[src/rtl/ce_strobe_pkg.sv]
// ---------------------------------------------------------------------------
// ce_strobe_pkg
//
// Shared definitions for the clock-enable strobe generator:
//   - state_e        : two-state controller encoding (IDLE / RUN)
//   - DEF_WIDTH      : default divisor / counter width in bits
//   - DEF_INIT_DIV   : default divisor loaded at reset
//   - run_mode_e     : meaning of the MODE input
// ---------------------------------------------------------------------------
package ce_strobe_pkg;

    // Controller state. The encoding is fixed so BUSY is simply the state bit.
    typedef enum logic {
        IDLE = 1'b0,
        RUN  = 1'b1
    } state_e;

    // Run mode as sampled from MODE when leaving IDLE.
    typedef enum logic {
        MODE_FREE_RUN = 1'b0,
        MODE_ONE_SHOT = 1'b1
    } run_mode_e;

    localparam int DEF_WIDTH    = 16;
    localparam int DEF_INIT_DIV = 325;

endpackage : ce_strobe_pkg

[src/rtl/ce_down_counter.sv]
// ---------------------------------------------------------------------------
// ce_down_counter
//
// Loadable WIDTH-bit down-counter with a zero flag.
//
// Ports:
//   clk_i       in   1      rising-edge clock
//   rst_i       in   1      asynchronous active-high reset (counter <= RST_VAL)
//   load_i      in   1      load load_val_i on the next edge (wins over dec_i)
//   load_val_i  in   WIDTH  value to load
//   dec_i       in   1      decrement on the next edge
//   cnt_o       out  WIDTH  current count (registered)
//   zero_o      out  1      count is zero
//
// A decrement request at zero is ignored, so the counter only ever wraps by
// an explicit load and never underflows.
// ---------------------------------------------------------------------------
module ce_down_counter
    import ce_strobe_pkg::*;
#(
    parameter int               WIDTH   = DEF_WIDTH,
    parameter logic [WIDTH-1:0] RST_VAL = WIDTH'(DEF_INIT_DIV)
) (
    input  logic             clk_i,
    input  logic             rst_i,
    input  logic             load_i,
    input  logic [WIDTH-1:0] load_val_i,
    input  logic             dec_i,
    output logic [WIDTH-1:0] cnt_o,
    output logic             zero_o
);

    logic [WIDTH-1:0] cnt_q;
    logic [WIDTH-1:0] cnt_d;
    logic             zero;

    assign zero = (cnt_q == '0);

    always_comb begin
        cnt_d = cnt_q;
        if (load_i) begin
            cnt_d = load_val_i;
        end else if (dec_i && !zero) begin
            cnt_d = cnt_q - WIDTH'(1);
        end
    end

    always_ff @(posedge clk_i or posedge rst_i) begin
        if (rst_i) begin
            cnt_q <= RST_VAL;
        end else begin
            cnt_q <= cnt_d;
        end
    end

    assign cnt_o  = cnt_q;
    assign zero_o = zero;

endmodule : ce_down_counter

[src/rtl/ce_strobe_gen.sv]
// ---------------------------------------------------------------------------
// ce_strobe_gen
//
// Programmable clock-enable strobe generator. Divides CLK by (active_div + 1)
// and emits a registered single-cycle CE_OUT pulse per period, in free-run
// or one-shot mode. Divisor writes while running are parked in a shadow
// register and take effect at the next reload, so a period is never cut
// short or stretched.
//
// Ports:
//   CLK     in   1      clock, all state changes on the rising edge
//   RST     in   1      asynchronous active-high reset
//   EN      in   1      free-run enable (level); ignored in one-shot
//   MODE    in   1      0 = free-run, 1 = one-shot; sampled only in IDLE
//   START   in   1      one-shot trigger pulse; ignored unless IDLE and MODE=1
//   DIV_WE  in   1      divisor write strobe
//   DIV_IN  in   WIDTH  divisor value to write
//   CE_OUT  out  1      registered strobe, one cycle high per period
//   BUSY    out  1      high while in RUN (registered, equals the state bit)
//   CNT     out  WIDTH  current down-counter value
//
// Handshake: there is no valid/ready pairing here. DIV_WE and START are
// single-cycle strobes sampled on every rising edge; the block always
// accepts them (a START outside IDLE/one-shot is simply dropped).
// ---------------------------------------------------------------------------
module ce_strobe_gen
    import ce_strobe_pkg::*;
#(
    parameter int               WIDTH    = DEF_WIDTH,
    parameter logic [WIDTH-1:0] INIT_DIV = WIDTH'(DEF_INIT_DIV)
) (
    input  logic             CLK,
    input  logic             RST,
    input  logic             EN,
    input  logic             MODE,
    input  logic             START,
    input  logic             DIV_WE,
    input  logic [WIDTH-1:0] DIV_IN,
    output logic             CE_OUT,
    output logic             BUSY,
    output logic [WIDTH-1:0] CNT
);

    // ------------------------------------------------------------------
    // State
    // ------------------------------------------------------------------
    state_e           state_q,  state_d;
    run_mode_e        mode_q,   mode_d;
    logic [WIDTH-1:0] shadow_q, shadow_d;
    logic [WIDTH-1:0] active_q, active_d;
    logic             pend_q,   pend_d;
    logic             ce_q,     ce_d;

    // Counter control
    logic             cnt_load;
    logic [WIDTH-1:0] cnt_load_val;
    logic             cnt_dec;
    logic [WIDTH-1:0] cnt_val;
    logic             cnt_zero;

    // Shadow view that already includes a write landing on this edge, so a
    // write coinciding with a reload or stop is used immediately.
    logic             eff_pend;
    logic [WIDTH-1:0] eff_shadow;
    logic             start_cond;

    assign eff_pend   = pend_q | DIV_WE;
    assign eff_shadow = DIV_WE ? DIV_IN : shadow_q;
    assign start_cond = (MODE == 1'b0) ? EN : START;

    ce_down_counter #(
        .WIDTH   (WIDTH),
        .RST_VAL (INIT_DIV)
    ) u_cnt (
        .clk_i      (CLK),
        .rst_i      (RST),
        .load_i     (cnt_load),
        .load_val_i (cnt_load_val),
        .dec_i      (cnt_dec),
        .cnt_o      (cnt_val),
        .zero_o     (cnt_zero)
    );

    // ------------------------------------------------------------------
    // Next-state / datapath control
    // ------------------------------------------------------------------
    always_comb begin
        state_d      = state_q;
        mode_d       = mode_q;
        shadow_d     = shadow_q;
        active_d     = active_q;
        pend_d       = pend_q;
        ce_d         = 1'b0;
        cnt_load     = 1'b0;
        cnt_load_val = active_q;
        cnt_dec      = 1'b0;

        if (DIV_WE) begin
            shadow_d = DIV_IN;
        end

        unique case (state_q)
            IDLE: begin
                // Nothing is counting, so a write applies straight away.
                if (DIV_WE) begin
                    active_d = DIV_IN;
                    pend_d   = 1'b0;
                end
                if (start_cond) begin
                    state_d      = RUN;
                    mode_d       = run_mode_e'(MODE);
                    cnt_load     = 1'b1;
                    cnt_load_val = DIV_WE ? DIV_IN : active_q;
                end
            end

            RUN: begin
                if (mode_q == MODE_FREE_RUN && !EN) begin
                    // Stop wins over a terminal count on the same edge:
                    // no strobe, and any parked divisor becomes active.
                    state_d  = IDLE;
                    cnt_load = 1'b1;
                    pend_d   = 1'b0;
                    if (eff_pend) begin
                        active_d     = eff_shadow;
                        cnt_load_val = eff_shadow;
                    end else begin
                        cnt_load_val = active_q;
                    end
                end else if (cnt_zero) begin
                    // Terminal count: strobe and reload. The new divisor
                    // only enters here, so the outgoing period is complete.
                    ce_d     = 1'b1;
                    cnt_load = 1'b1;
                    pend_d   = 1'b0;
                    if (eff_pend) begin
                        active_d     = eff_shadow;
                        cnt_load_val = eff_shadow;
                    end else begin
                        cnt_load_val = active_q;
                    end
                    if (mode_q == MODE_ONE_SHOT) begin
                        state_d = IDLE;
                    end
                end else begin
                    cnt_dec = 1'b1;
                    if (DIV_WE) begin
                        pend_d = 1'b1;
                    end
                end
            end

            default: begin
                state_d = IDLE;
            end
        endcase
    end

    // ------------------------------------------------------------------
    // Registers
    // ------------------------------------------------------------------
    always_ff @(posedge CLK or posedge RST) begin
        if (RST) begin
            state_q  <= IDLE;
            mode_q   <= MODE_FREE_RUN;
            shadow_q <= INIT_DIV;
            active_q <= INIT_DIV;
            pend_q   <= 1'b0;
            ce_q     <= 1'b0;
        end else begin
            state_q  <= state_d;
            mode_q   <= mode_d;
            shadow_q <= shadow_d;
            active_q <= active_d;
            pend_q   <= pend_d;
            ce_q     <= ce_d;
        end
    end

    assign CE_OUT = ce_q;
    assign BUSY   = (state_q == RUN);
    assign CNT    = cnt_val;

endmodule : ce_strobe_gen

[config.mk]
export PLATFORM = sky130hd
export DESIGN_NAME = ce_strobe_gen
export DESIGN_NICKNAME = d
export VERILOG_FILES = /design/src/rtl/ce_strobe_pkg.sv /design/src/rtl/ce_down_counter.sv /design/src/rtl/ce_strobe_gen.sv
export SDC_FILE = /design/constraint.sdc
export NUM_CORES = 1
export LEC_CHECK = 0
export ABC_AREA = 1
export CAP_MARGIN = 20
export CORE_ASPECT_RATIO = 1.1
export CORE_MARGIN = 1
export CORE_UTILIZATION = 50
export CTS_CLUSTER_DIAMETER = 100
export DETAILED_ROUTE_END_ITERATION = 10
export MAX_ROUTING_LAYER = met4
export PLACE_DENSITY_LB_ADDON = 0.08
export SLEW_MARGIN = 30
export SYNTH_ARGS = -nofsm -noshare
export SYNTH_HDL_FRONTEND = slang
export SYNTH_SLANG_ARGS = --single-unit
export TNS_END_PERCENT = 10
[constraint.sdc]
create_clock -name CLK -period 1.49 [get_ports CLK]
set_input_delay 0.298 -clock CLK [delete_from_list [all_inputs] [get_ports CLK]]
set_output_delay 0.298 -clock CLK [all_outputs]
set_load 0.05 [all_outputs]
# Word level (Yosys, flattened, before mapping)
# Cells that the tools add are included.
[op_classes] n_addsub=1 reduce_logical=8 n_mux=29 eq_ne=2 bitwise=3
[op_table] op="2-to-1 mux 16 bit" n=8
[op_table] op="one-hot mux 16 bit (2 select lines)" n=2
[op_table] op="zero test 16 bit" n=1
[op_table] op="2-to-1 mux 1 bit" n=16
[op_table] op="subtractor 16 x 1 -> 16 bit (second input constant)" n=1
[op_table] op="one-hot mux 1 bit (2 select lines)" n=3
[op_table] op="inequality test 4 x 2 -> 1 bit (second input constant)" n=1
[op_table] op="AND reduction 2 bit" n=2
[op_table] op="logical AND 1 bit" n=2
[op_table] op="zero test 1 bit" n=2
[op_table] op="inequality test 2 bit (second input constant)" n=1
[op_table] op="NOT 1 bit" n=2
[op_table] op="nonzero test 2 bit" n=1
[op_table] op="bitwise OR 1 bit" n=1
[totals] inputBits=22 output_inout_bits=18 elab_cells=50 ff_bits=52

# Longest topological paths before layout
[depth] word_depth=7 mapped_depth=13 ltp_nobuf=12

# Modules after synthesis
# Synthesis repeated with hierarchy kept, for this count alone.
[unflattened] cells_unflattened=528 area_unflattened_um2=3479.6
[modules_own_cells] mod="ce_strobe_gen" cells_each=353 seq_area_each_um2=910.9 area_each_um2=2343.5 instances=1
[modules_own_cells] mod="ce_down_counter" cells_each=175 seq_area_each_um2=405.4 area_each_um2=1136.1 instances=1

# Worst setup path after synthesis
# OpenSTA, ideal clock, no wires.
[synth_path] path_type="register -> register" from="register u_cnt.cnt_q[0] (netlist: u_cnt.cnt_o[0])" to="register u_cnt.cnt_q[3] (netlist: u_cnt.cnt_o[3])" path_stages_with_launch=14 setup_ns=0.118 period_less_slack_ns=1.841 t_arrival_ns=1.723 setup_slack_ns=-0.351 required_ns=1.372 path_buffers=1 path_cell_list="dfstp_2 > inv_1 > ha_1 > nand2_1 > nor2_1 > nand2_2 > nand2_4 > nand2_4 > buf_6 > nand2_1 > nand3_1 > nand2_1 > nand2_1 > nand2_1"
[synth_between] elab_chain_len=6 word_cells_on_any_way=16 classes_between="add/sub: 1; mux: 11; reduce/logical: 4"
[synth_lines] item="start, declared" line="ce_down_counter.sv:33" rtl="logic [WIDTH-1:0] cnt_q;"
[synth_lines] item="start signal, assigned" line="ce_down_counter.sv:52" rtl="cnt_q <= cnt_d;"
[synth_lines] item="branches (longest 6 deep; another with subtractor 16 x 1 -> 16 bit)"
# Parallel ways; which one is timed is not known. The select of a mux whose other input is x is not followed.
# A chain may end at the register's enable or synchronous reset.

# Worst setup path after layout
[layout_path] from="register u_cnt.cnt_q[1] (netlist: u_cnt.cnt_o[1])" to="register u_cnt.cnt_q[9] (netlist: u_cnt.cnt_o[9])"
# Same word-level chain as after synthesis.

==> metrics.txt <==
# TYPE chip_impl_metric gauge
chip_impl_metric{name="finalNetCount",unit=""} 572
chip_impl_info{name="worstHoldPathType",value="in -> async"} 1
chip_impl_metric{name="placed_cell_area",unit="mm²"} 0.00428
chip_impl_metric{name="hold_worst_slack",unit="ns"} 0.243
chip_impl_metric{name="tightestPinTransition",unit="ns"} 0.310
chip_impl_metric{name="finalWirelength",unit="mm"} 9.57
chip_impl_metric{name="m1WireLength",unit="mm"} 3.73
chip_impl_metric{name="crit_path_max_incr_delay",unit="ns"} 0.44
chip_impl_metric{name="via_count",unit=""} 3279
chip_impl_metric{name="power.net_switching",unit="mW"} 4.70
chip_impl_metric{name="slew-limit-headroom",unit="%"} 79.3
chip_impl_metric{name="setup_total_negative_slack",unit="ns"} -4.85
chip_impl_metric{name="power.combinational.fraction",unit="%"} 68.7
chip_impl_metric{name="synth_seq_cells",unit=""} 52
chip_impl_metric{name="worst_ir_drop_vdd",unit="mV"} 1.69
chip_impl_metric{name="die_y",unit="µm"} 84.5
chip_impl_metric{name="pre_cts_slack",unit="ns"} -0.383
chip_impl_metric{name="clock_tree.buffer_depth",unit=""} 2
chip_impl_info{name="cts_root_buf",value="sky130_fd_sc_hd__clkbuf_8"} 1
chip_impl_info{name="final_cell_mix",value="sky130_fd_sc_hd__nand2_1, sky130_fd_sc_hd__buf_4, sky130_fd_sc_hd__inv_1"} 1
chip_impl_metric{name="setup_viol",unit=""} 32
chip_impl_metric{name="clock_skew_after_layout",unit="ns"} 0.0107
chip_impl_metric{name="clock_buffer_count_from_cts",unit=""} 5
chip_impl_metric{name="clock_latency",unit="ns"} 0.32
chip_impl_metric{name="p_int",unit="mW"} 5.54
chip_impl_metric{name="ant_nets",unit=""} 0
chip_impl_info{name="setup.worst_path.start_class",value="register"} 1
chip_impl_metric{name="detailroute.wirelength.met3",unit="µm"} 424
chip_impl_metric{name="cts.reportedPaths.clkPinSlew",unit="ns"} 0.10
chip_impl_info{name="yosys.area.top_type",value="sky130_fd_sc_hd__dfrtp_1"} 1
chip_impl_metric{name="grtUsageTotal",unit="%"} 31.6
chip_impl_metric{name="drtIter0Drc",unit=""} 227
chip_impl_metric{name="synthDominantCellAreaShare",unit="%"} 32.3
chip_impl_info{name="unrepaired_setup_endpoints_after_global_routing",value="true"} 1
chip_impl_metric{name="wl_per_cell",unit="µm"} 15.3
chip_impl_metric{name="antenna_found_initial",unit=""} 0
chip_impl_metric{name="flow.area_growth_from_synthesis",unit="%"} 52.1
chip_impl_info{name="postSynth.topFlopCell",value="sky130_fd_sc_hd__dfrtp_1"} 1
chip_impl_metric{name="synth_async_sr_flop_share",unit="%"} 100
chip_impl_metric{name="grt_max_degree",unit=""} 38
chip_impl_metric{name="r2r_slack",unit="ns"} -0.22
chip_impl_metric{name="synth-edff-count",unit=""} 0
chip_impl_metric{name="n_antenna_cell",unit=""} 0
chip_impl_metric{name="power.density_cell_area",unit="mW/mm²"} 2170
chip_impl_info{name="worstReg2RegStart",value="u_cnt.cnt_o[1]$_DFFE_PP0P_"} 1
chip_impl_metric{name="postLayoutCellArea",unit="mm²"} 0.00471
chip_impl_metric{name="via_count_of_the_first_global_routing_pass",unit=""} 3424
chip_impl_metric{name="synth.cell_area",unit="mm²"} 0.00310
chip_impl_info{name="critPathSlowestCell",value="sky130_fd_sc_hd__dfrtp_2"} 1
chip_impl_metric{name="clock_power_share",unit="%"} 8.1
chip_impl_info{name="commonest_non_fill_non_tap_cell_in_the_layout",value="sky130_fd_sc_hd__nand2_1"} 1
chip_impl_info{name="cts_tree",value="built"} 1
chip_impl_metric{name="numPortBuffers",unit=""} 39
chip_impl_metric{name="cp_data_arrival_time",unit="ns"} 1.92
chip_impl_metric{name="route.detailed.drc",unit=""} 0
chip_impl_metric{name="placeableCoreArea",unit="mm²"} 0.00588
chip_impl_info{name="rr_endpoint",value="u_cnt.cnt_o[9]$_DFFE_PP0P_"} 1
chip_impl_metric{name="achievable-frequency",unit="GHz"} 0.584
chip_impl_metric{name="std_cell_rows",unit=""} 29
chip_impl_metric{name="leakage",unit="nW"} 2.42
chip_impl_metric{name="reg2reg_depth",unit=""} 12
chip_impl_info{name="yosys-top-cells-area",value="sky130_fd_sc_hd__dfrtp_1, sky130_fd_sc_hd__nand2_1, sky130_fd_sc_hd__dfstp_2, sky130_fd_sc_hd__inv_1, sky130_fd_sc_hd__nand3_1"} 1
chip_impl_metric{name="total_power",unit="mW"} 10.2
chip_impl_metric{name="top_level_ports",unit=""} 40
chip_impl_info{name="crit_path_cell_trace",value="inv_2, ha_4, nand2_2, nor2_4, nand2_4, nand2_8, buf_12, nand3_2, nand3_2, nand2_2, nand2_1, nand2_1"} 1
chip_impl_metric{name="cap_viol_max_count",unit=""} 0
chip_impl_metric{name="share_seq_of_total_power",unit="%"} 23.2
chip_impl_info{name="status",value="finished with violations"} 1
chip_impl_metric{name="dp_hpwl",unit="mm"} 6.61
chip_impl_metric{name="p_sw_share",unit="%"} 45.9
chip_impl_metric{name="synth.lib_cells_used.distinct",unit=""} 30
chip_impl_metric{name="initial_utilization",unit="%"} 52.7
chip_impl_metric{name="gp_congestion",unit=""} 0.898
chip_impl_metric{name="cts.hold.buffers_added",unit=""} 0
chip_impl_metric{name="die-width",unit="µm"} 77.0
chip_impl_metric{name="via_per_inst",unit=""} 5.24
chip_impl_metric{name="globalRoute.totalOverflow",unit=""} 0
chip_impl_metric{name="pins_over_their_slew_limit",unit=""} 0
chip_impl_info{name="worstSetupPathType",value="reg -> reg"} 1
chip_impl_info{name="top_signal_layer_used",value="met4"} 1
chip_impl_metric{name="synthesis.nets",unit=""} 460
chip_impl_metric{name="grt_first_pass_wirelength",unit="mm"} 15.6
chip_impl_metric{name="yosys_warnings",unit=""} 0
chip_impl_metric{name="final.min_clock_period",unit="ns"} 1.71
chip_impl_metric{name="tritoncts_sink_count",unit=""} 52
chip_impl_metric{name="crit_required",unit="ns"} 1.70
chip_impl_metric{name="post_synth.cell_area_avg",unit="µm²"} 7.10
chip_impl_metric{name="h-tree-depth",unit=""} 2
chip_impl_metric{name="syn_inst",unit=""} 436
chip_impl_metric{name="seq_area_frac_synth",unit="%"} 42.5
chip_impl_metric{name="setup_ws",unit="ns"} -0.222
chip_impl_metric{name="detail_route.first_pass.iterations",unit=""} 5
chip_impl_metric{name="drive_gt1_share",unit="%"} 34.2
chip_impl_metric{name="wl_met2",unit="mm"} 5.19
chip_impl_metric{name="critical_path_peak_fanout",unit=""} 7
chip_impl_info{name="violations_in_the_final_reports",value="setup timing"} 1
chip_impl_metric{name="layout_worst_path_cycle_share",unit="%"} 115
chip_impl_info{name="worstSetupEndpointType",value="register"} 1
chip_impl_metric{name="hold_viol",unit=""} 0
chip_impl_metric{name="floorplan.die_area",unit="mm²"} 0.00651
[Yosys cell counts, drive strengths merged, types with 3 or more instances]
master    n
nand2   140
inv      61
nor2     49
nand3    46
dfrtp    40
a21oi    25
o21ai    22
dfstp    12
buf       9
clkbuf    8
xor2      7
and2      3
nand4     3
[how the worst max path moves through the flow]
| stage | endpoint | from | cells past startpoint | slack [ns] |
|---|---|---|---|---|
| after floorplan | u_cnt.cnt_o[3]$_DFFE_PP0P_ | u_cnt.cnt_o[0]$_DFFE_PP1P_ | 13 | -0.28 |
| after global placement | u_cnt.cnt_o[13]$_DFFE_PP0P_ | EN | 9 | -0.35 |
| after detailed placement | u_cnt.cnt_o[9]$_DFFE_PP0P_ | EN | 9 | -0.38 |
| after CTS | u_cnt.cnt_o[10]$_DFFE_PP0P_ | u_cnt.cnt_o[1]$_DFFE_PP0P_ | 12 | -0.19 |
| after global routing | u_cnt.cnt_o[4]$_DFFE_PP0P_ | u_cnt.cnt_o[1]$_DFFE_PP0P_ | 12 | -0.29 |
| final | u_cnt.cnt_o[9]$_DFFE_PP0P_ | u_cnt.cnt_o[1]$_DFFE_PP0P_ | 12 | -0.22 |
[routing by layer]
| metal | GRT usage (%) | up-vias |
|---|---|---|
| met1 | 35.7 | 1581 |
| met2 | 56.1 | 100 |
| met4 | 12.5 | 0 |
| met5 | - | - |
| li1 | - | 1578 |
| met3 | 4.67 | 20 |
[what timing repair did]
item,in CTS,in global routing
endpoints found under the setup margin,35,37
gates cloned,2,1
gates resized for setup,34,33
setup buffers,2,0
pin swaps,22,15
[sequential cells by signal, indices dropped and copies added (netlist names)]
| register | flops |
|---|---|
| active_q | 16 |
| shadow_q | 16 |
| u_cnt.cnt_o | 16 |
| BUSY | 1 |
| CE_OUT | 1 |
| mode_q | 1 |
| pend_q | 1 |
[stage by stage]
step	instances	utilization [%]
4_1_cts	625	77.5
6_report	626	80.1
3_3_place_gp	613	72.8
5_1_grt	626	80.1
3_5_place_dp	613	72.8
2_1_floorplan	436	-
[cell families (layout without fill, tap and decap cells)]
| family | count (synthesis) | after routing | share of synthesized area, % |
|---|---|---|---|
| fa+ha+maj | 2 | 2 | 0.808 |
| flops | 52 | 52 | 42.5 |
| simple gates | 245 | 246 | 33.8 |
| xor+xnor | 7 | 7 | 1.98 |
| compound gates | 51 | 51 | 8.53 |
| buf+inv | 79 | 191 | 12.4 |
[critical path: cells and delay by family, from the launching register on]
kind	cells	cell delay [ns]
fa+ha+maj	1	0.13
buf+inv	2	0.23
flops	1	0.44
simple gates	9	0.79
[power by group through the flow]
stage | clock (mW) | sequential (mW) | combinational (mW)
after floorplan | 0 | 3.23 | 2.45
after global placement | 0 | 2.36 | 6.00
after detailed placement | 0 | 2.37 | 6.15
after CTS | 0.843 | 2.35 | 6.59
after global routing | 0.880 | 2.42 | 7.58
final | 0.831 | 2.37 | 7.03
[final cells by class]
| class | count | area (µm²) |
|---|---|---|
| Clock buffer | 5 | 68.8 |
| Multi-Input combinational cell | 306 | 1650 |
| Tap cell | 77 | 96.3 |
| Timing Repair Buffer | 121 | 1320 |
| Sequential cell | 52 | 1320 |
| Inverter | 62 | 233 |
| Clock inverter | 3 | 18.8 |
| Fill cell | 409 | 1170 |
(Power assumes the default switching activity.)
